$ cat src/rtl/configs_word_loader.sv
// Streams NUM_WORDS config words into flop storage over a valid/ready port, with start/abort/done control.
// Define CFG_PARITY_EN to add odd-parity checking per word (io_d_par in, sticky io_err out).
module configs_word_loader #(
    parameter int DATA_W    = 32,
    parameter int NUM_WORDS = 40,
    parameter int PTR_W     = 6
) (
    input  logic                        clk,
    input  logic                        reset,
    input  logic                        io_start,
    input  logic                        io_abort,
    input  logic [DATA_W-1:0]           io_d_in,
    input  logic                        io_d_valid,
`ifdef CFG_PARITY_EN
    input  logic                        io_d_par,
    output logic                        io_err,
`endif
    output logic                        io_d_ready,
    output logic                        io_busy,
    output logic                        io_done,
    output logic                        io_configs_valid,
    output logic [PTR_W-1:0]            io_word_cnt,
    output logic [DATA_W*NUM_WORDS-1:0] io_configs_out
);

    typedef enum logic [1:0] {
        IDLE = 2'd0,
        LOAD = 2'd1,
        DONE = 2'd2
    } state_t;

    localparam logic [PTR_W-1:0] LAST_PTR = PTR_W'(NUM_WORDS - 1);
    localparam logic [PTR_W-1:0] FULL_PTR = PTR_W'(NUM_WORDS);

    state_t           state;
    state_t           state_next;
    logic [PTR_W-1:0] ptr;
    logic [DATA_W-1:0] words [NUM_WORDS];
    logic             load_start;
    logic             accept;
    logic             word_ok;
    logic             err;

    // Ready is a pure state decode; abort suppresses any beat in the same cycle.
    assign io_d_ready = (state == LOAD);
    assign accept     = io_d_valid & io_d_ready & ~io_abort;

`ifdef CFG_PARITY_EN
    assign word_ok = ^{io_d_in, io_d_par};
    assign io_err  = err;

    always_ff @(posedge clk) begin
        if (reset) begin
            err <= 1'b0;
        end else if (load_start) begin
            err <= 1'b0;
        end else if (accept && !word_ok) begin
            err <= 1'b1;
        end
    end
`else
    assign word_ok = 1'b1;
    assign err     = 1'b0;
`endif

    always_comb begin
        state_next = state;
        load_start = 1'b0;
        if (io_abort) begin
            state_next = IDLE;
        end else begin
            case (state)
                IDLE, DONE: begin
                    if (io_start) begin
                        state_next = LOAD;
                        load_start = 1'b1;
                    end
                end
                LOAD: begin
                    if (accept && ptr == LAST_PTR) begin
                        state_next = DONE;
                    end
                end
                default: state_next = IDLE;
            endcase
        end
    end

    always_ff @(posedge clk) begin
        if (reset) begin
            state <= IDLE;
        end else begin
            state <= state_next;
        end
    end

    // A rejected-parity word still consumes its slot so the pointer tracks the stream position.
    always_ff @(posedge clk) begin
        if (reset) begin
            ptr <= '0;
        end else if (load_start) begin
            ptr <= '0;
        end else if (accept && ptr != FULL_PTR) begin
            ptr <= ptr + 1'b1;
        end
    end

    always_ff @(posedge clk) begin
        for (int k = 0; k < NUM_WORDS; k++) begin
            if (reset) begin
                words[k] <= '0;
            end else if (accept && word_ok && ptr == PTR_W'(k)) begin
                words[k] <= io_d_in;
            end
        end
    end

    for (genvar g = 0; g < NUM_WORDS; g++) begin : g_out
        assign io_configs_out[DATA_W*g +: DATA_W] = words[g];
    end

    assign io_busy          = (state == LOAD);
    assign io_done          = (state == DONE);
    assign io_configs_valid = (state == DONE) & ~err;
    assign io_word_cnt      = ptr;

endmodule
$ cat config.mk
export PLATFORM = sky130hd
export DESIGN_NAME = configs_word_loader
export DESIGN_NICKNAME = d
export VERILOG_FILES = /design/src/rtl/configs_word_loader.sv
export SDC_FILE = /design/constraint.sdc
export NUM_CORES = 1
export LEC_CHECK = 0
export BUFFER_PORTS_ARGS = -buffer_cell sky130_fd_sc_hd__buf_2
export CORE_AREA = 5 5 507 509
export CTS_CLUSTER_SIZE = 8
export DETAILED_ROUTE_END_ITERATION = 12
export DIE_AREA = 0 0 512 514
export PLACE_DENSITY_LB_ADDON = 0.25
export SYNTH_ARGS = -nofsm -noshare
export SYNTH_HDL_FRONTEND = slang
export SYNTH_SLANG_ARGS = --single-unit
$ cat constraint.sdc
create_clock -name clk -period 3.1 [get_ports clk]
set_input_delay 0.465 -clock clk [delete_from_list [all_inputs] [get_ports clk]]
set_output_delay 0.465 -clock clk [all_outputs]
set_load 0.01 [all_outputs]
### Word-level counts from Yosys, hierarchy flattened

Memory sizes are Yosys's and may differ from the RTL's.
Index checks and enable logic that the tools add are counted.

* add/subtract/negate cells: 1
* multiplexer cells: 168
* reductions and logical operators: 47
* bitwise logic cells: 43
* equality and inequality tests: 44

Operator list (count)
* 2-to-1 mux 32 bit: 40
* 2-to-1 mux 1 bit: 125
* equality test 6 x 5 -> 1 bit, second input constant: 16
* equality test 6 x 4 -> 1 bit, second input constant: 8
* equality test 6 bit, second input constant: 8
* logical AND 1 bit: 41
* OR 1 bit: 40
* equality test 6 x 3 -> 1 bit, second input constant: 4
* equality test 6 x 2 -> 1 bit, second input constant: 2
* adder 6 x 1 -> 6 bit, second input constant: 1
* equality test 6 x 1 -> 1 bit, second input constant: 1
* logical NOT 6 bit: 1
* inequality test 6 bit, second input constant: 1
* OR reduction 2 bit: 3
* 2-to-1 mux 2 bit: 2
* one-hot mux 2 bit (2 select lines): 1
* AND 1 bit: 2
* equality test 2 x 1 -> 1 bit, second input constant: 1
* equality test 2 bit, second input constant: 1
* logical NOT 2 bit: 1
* inequality test 2 x 1 -> 1 bit, second input constant: 1
* inequality test 2 bit, second input constant: 1
* AND reduction 2 bit: 1
* inverter 1 bit: 1

* bits in writable memories: 1280
* word-level logic and storage cells: 306
* bits in registers: 8
* bits of input ports: 37
* memories: 1
* output and inout port bits: 1290

Memories
* words: depth 40, bits a word 32, read ports 40, clocked after Yosys merged registers in 0, write ports 40, RTL line 38 `logic [DATA_W-1:0] words [NUM_WORDS];`

### Depth between registers and ports, before layout

* word-level depth: 8
* gate-level depth with buffers: 7
* gate-level depth less buffers: 5

### Worst setup path before layout

OpenSTA, ideal clock, no wires.

* kind: reg2reg
* from: register ptr[0], in the netlist io_word_cnt[0]
* to: memory words[24][0], in the netlist words[3][0], enable pin
* arrival: 2022 ps
* stages on the path, launching flop included: 7
* path buffers: 1
* setup time: 478 ps
* path slack: 600 ps
* period minus slack after synthesis: 2500 ps
* cells stage by stage: dfxtp_1 -> inv_1 -> ha_1 -> and3b_1 -> nand3_1 -> clkbuf_1 -> nand2_1

RTL lines
* start: declaration: RTL line 37 `logic [PTR_W-1:0] ptr;`
* start signal: assignment: RTL line 104 `ptr <= ptr + 1'b1;`
* end: declaration: RTL line 38

### Final worst setup path

* from: register state[1]
* to: output io_configs_valid

* longest elaborated chain between the ends: 1

RTL lines
* start: declaration: RTL line 35 `state_t state;`
* start signal: assignment: RTL line 93 `state <= state_next;`
* equality test 2 bit: RTL line 124 `assign io_configs_valid = (state == DONE) & ~err;`
* end: declaration: RTL line 21 `output logic io_configs_valid,`

Every way passes these cells.

==> parameters.txt <==
Parameter                              Value

Outcome
  Run status    completed

Floorplan
  Die span in y    514 um
  Total die area    263200 um2
  Std-Cell Core Area    between 200000 and 300000 um2
  Effective utilization at floorplan    0.1853
  I/O pin total    1327
  Row cnt    185
  Die X    512 um

Power and ir drop
  Pwr/cell area    approximately 650 nW/um2
  Worst ir drop on vdd    522.2 uV
  Static power due to leakage    approximately 23 nW

STA
  Share of the clock period used by the worst path    0.8728
  Final hold viol count    0
  Hold slack    82.70 ps
  Normalized max-slew margin    0.2765
  Slew of the pin with the lowest slew margin    1085 ps
  Clock period minus worst slack    2706 ps
  Setup clock skew after layout    52.78 ps
  Final count of pins violating max slew    0
  Final TNS setup    0 ps
  Setup violators final    0
  RSZ-0062 raised after global routing    no
  Achievable frequency    369.6 MHz

Clocking
  Clock buffer depth    3
  Number of buffers inserted by hold repair at cts    2
  Clock transition time at the flip-flop clock pins of the worst setup and hold paths    approximately 50 ps
  Cells resized by post-CTS repair    0
  Clock latency at the later pin of the worst-skew pair    roughly 790 ps
  Buffers inserted during post-CTS setup optimization    0
  TritonCTS clock tree    built
  # clock sinks    1288
  TritonCTS buffer count    181
  Htree depth    4
  Clock root buffer    clkbuf_16

Placement
  Dpl hpwl    178200 um
  Number of buffers added on ports    about 1300
  Count of placed standard cells including taps    7892
  Routability congestion estimate    0.8103

Setup path
  Required time worst endpoint    2630 ps
  Crit path capture type    output port
  Launch point of the worst reg-to-reg path    io_word_cnt[2]$_SDFFE_PP0P_
  Critical path peak fanout    7
  Timing startpoint of the critical path    state[1]$_SDFFE_PP0P_
  Startpoint type of the worst setup path    register
  Type of the worst setup path    reg -> out
  Arrival time reported for the critical path endpoint    2240 ps

Yosys
  Net count of the mapped netlist    3303
  Sequential cell area fraction in the yosys report    0.8250
  Mean Syn Cell Area    between 10 and 15 um2
  Synthesized cell area    46790 um2
  Cell count after synthesis    3262
  Number of synthesized flops with an enable pin    between 1000 and 1500
  Fraction of synthesis flops using an asynchronous set or reset pin    0
  Number of synthesized register bits    approximately 1300
  Top FF cell, synth    edfxtp_1
  Number of unique standard cell types used by synthesis    35
  Count of synthesis-stage warnings from yosys    0

Cells and area
  Sequential Area    38600 um2
  Fraction of layout instances using a drive strength above 1    0.3858
  Growth of design area from synthesis to finish    36.80%
  Nets    4752
  Multi-input logic area    approximately 7400 um2
  Filler Cells Inserted    26605
  Non-filler cells in the finished layout    approximately 8100
  End-of-flow core utilization    0.2534

Route
  DRC errors left    0
  Detailed-route via count    33101
  Final wirelength    between 200000 and 250000 um
  Average via count per standard cell    4.069
  Average wire per cell in the routed design    approximately 30 um
  Starting DRT DRC Count    about 3000
  Routed Antenna Nets    0
  First drt pass iteration count    5

Hold path
  Start point of the worst hold path    io_d_in[18]
  Worst hold path type    in -> reg

Run
  Max-capacitance violation count    0

Global routing
  Global Route Usage Sum    0.1773
  Total grt overflow    0
  Global-route wire length before repair    318100 um
  Number of antenna violations at the first check in global routing    27
  Largest net degree at the start of global routing    71
  Number of global-route vias before repair    33516
-- Yosys cell counts (2+ instances only) --
| library cell | instances | share of area |
|---|---|---|
| nand2_2 | 27 | 0.0036 |
| buf_6 | 10 | 0.0024 |
| inv_1 | 4 | 0.00032 |
| buf_4 | 4 | 0.00064 |
| clkbuf_2 | 24 | 0.0026 |
| dfxtp_1 | 8 | 0.0034 |
| edfxtp_1 | 1280 | 0.82 |
| or4_1 | 2 | 0.00032 |
| and3b_1 | 10 | 0.0019 |
| mux2i_1 | 2 | 0.00043 |
| nand3_1 | 22 | 0.0024 |
| ha_1 | 4 | 0.0011 |
| a21oi_1 | 5 | 0.00053 |
| nor3b_2 | 4 | 0.0011 |
| a21o_1 | 24 | 0.0039 |
| nand2_1 | 283 | 0.023 |
| o31ai_1 | 2 | 0.00032 |
| and2_1 | 2 | 0.00027 |
| clkbuf_1 | 90 | 0.0072 |
| nor2b_1 | 36 | 0.0048 |
| and3_1 | 4 | 0.00053 |
| nor2_1 | 1281 | 0.10 |
| buf_2 | 120 | 0.013 |
| o21ai_0 | 3 | 0.00032 |
-- logic make-up (layout without fill, tap and decap cells) --
| family | after synthesis | count (layout) | share of synthesized area |
|---|---|---|---|
| flip-flops | 1288 | 1288 | 0.8250 |
| multiplexers | 2 | 2 | 0.0004279 |
| AO/OA/AOI/OAI | 37 | 37 | 0.005536 |
| other | 0 | 15 | 0 |
| buffers and inverters | 253 | 1745 | 0.02607 |
| AND/OR/NAND/NOR | 1678 | 1678 | 0.1419 |
| adder cells (fa/ha/maj) | 4 | 4 | 0.001070 |
-- placed cells by master, fill, tap and decap left out, drive strengths merged, types with 10 or more instances in the layout --
master,instances
edfxtp,1280
a21o,24
nand2,310
nor2,1282
and3b,10
buf,1512
clkinv,14
clkbuf,207
nor2b,36
nand3,22
diode,15
-- flip-flops by register name (all words and copies together), names as in the netlist --
signal / flops
io_word_cnt: 6
state: 2
words: 1280
-- through the flow --
step / power, mW / area, um2 / setup slack [ps]
after detailed placement: 23.57 / 58930 / 401.3
after global routing: 42.73 / 63980 / 300.2
after global placement: 23.58 / 58930 / 425.1
after floorplan: 21.40 / 46790 / 600.2
after CTS: 41.95 / 63970 / 274.5
final: 41.41 / 64000 / 394.3
-- cell type report --
cell class	count	area share
multi-input cells	1721	0.1156
inverters	5	0.0003128
flip-flops and latches	1288	0.6031
clock inverters	19	0.005220
clock buffers	207	0.07311
well taps	3366	0.06580
repair buffers	1514	0.1363
diodes	15	0.0005865
-- power breakdown --
part           internal (mW)  switching (mW)
Clock                   10.6            7.62
Sequential              19.9           0.324
Combinational          0.780            2.14
Total                   31.3            10.1
-- worst max-delay path, stage by stage (launching register included) --
cell	delay (ps)
dfxtp_1	490
nor2b_1	560
buf_2	380
-- routing by layer --
metal  GRT usage  share of wire  routed length [um]  vias to the layer above
met5           0        0.00025                  61                        -
met4     0.05060          0.029                7114                       10
met3     0.05907          0.096               23460                      275
met2      0.3029           0.49              119300                     1755
met1      0.2126           0.39               94140                    17076
li1            -              -                   -                    13985
-- worst paths after layout --
| check | endpoint | slack (ps) | cells after the start |
|---|---|---|---|
| setup / recovery | io_configs_valid | 390 | 2 |
| setup reg to reg | words[2][225]$_SDFFCE_PN0P_ | 540 | 5 |
| hold / removal | words[3][178]$_SDFFCE_PN0P_ | 80 | 3 |
| hold reg to reg | io_word_cnt[0]$_SDFFE_PP0P_ | 600 | 2 |
No activity file was read; power rests on OpenSTA's default activity.
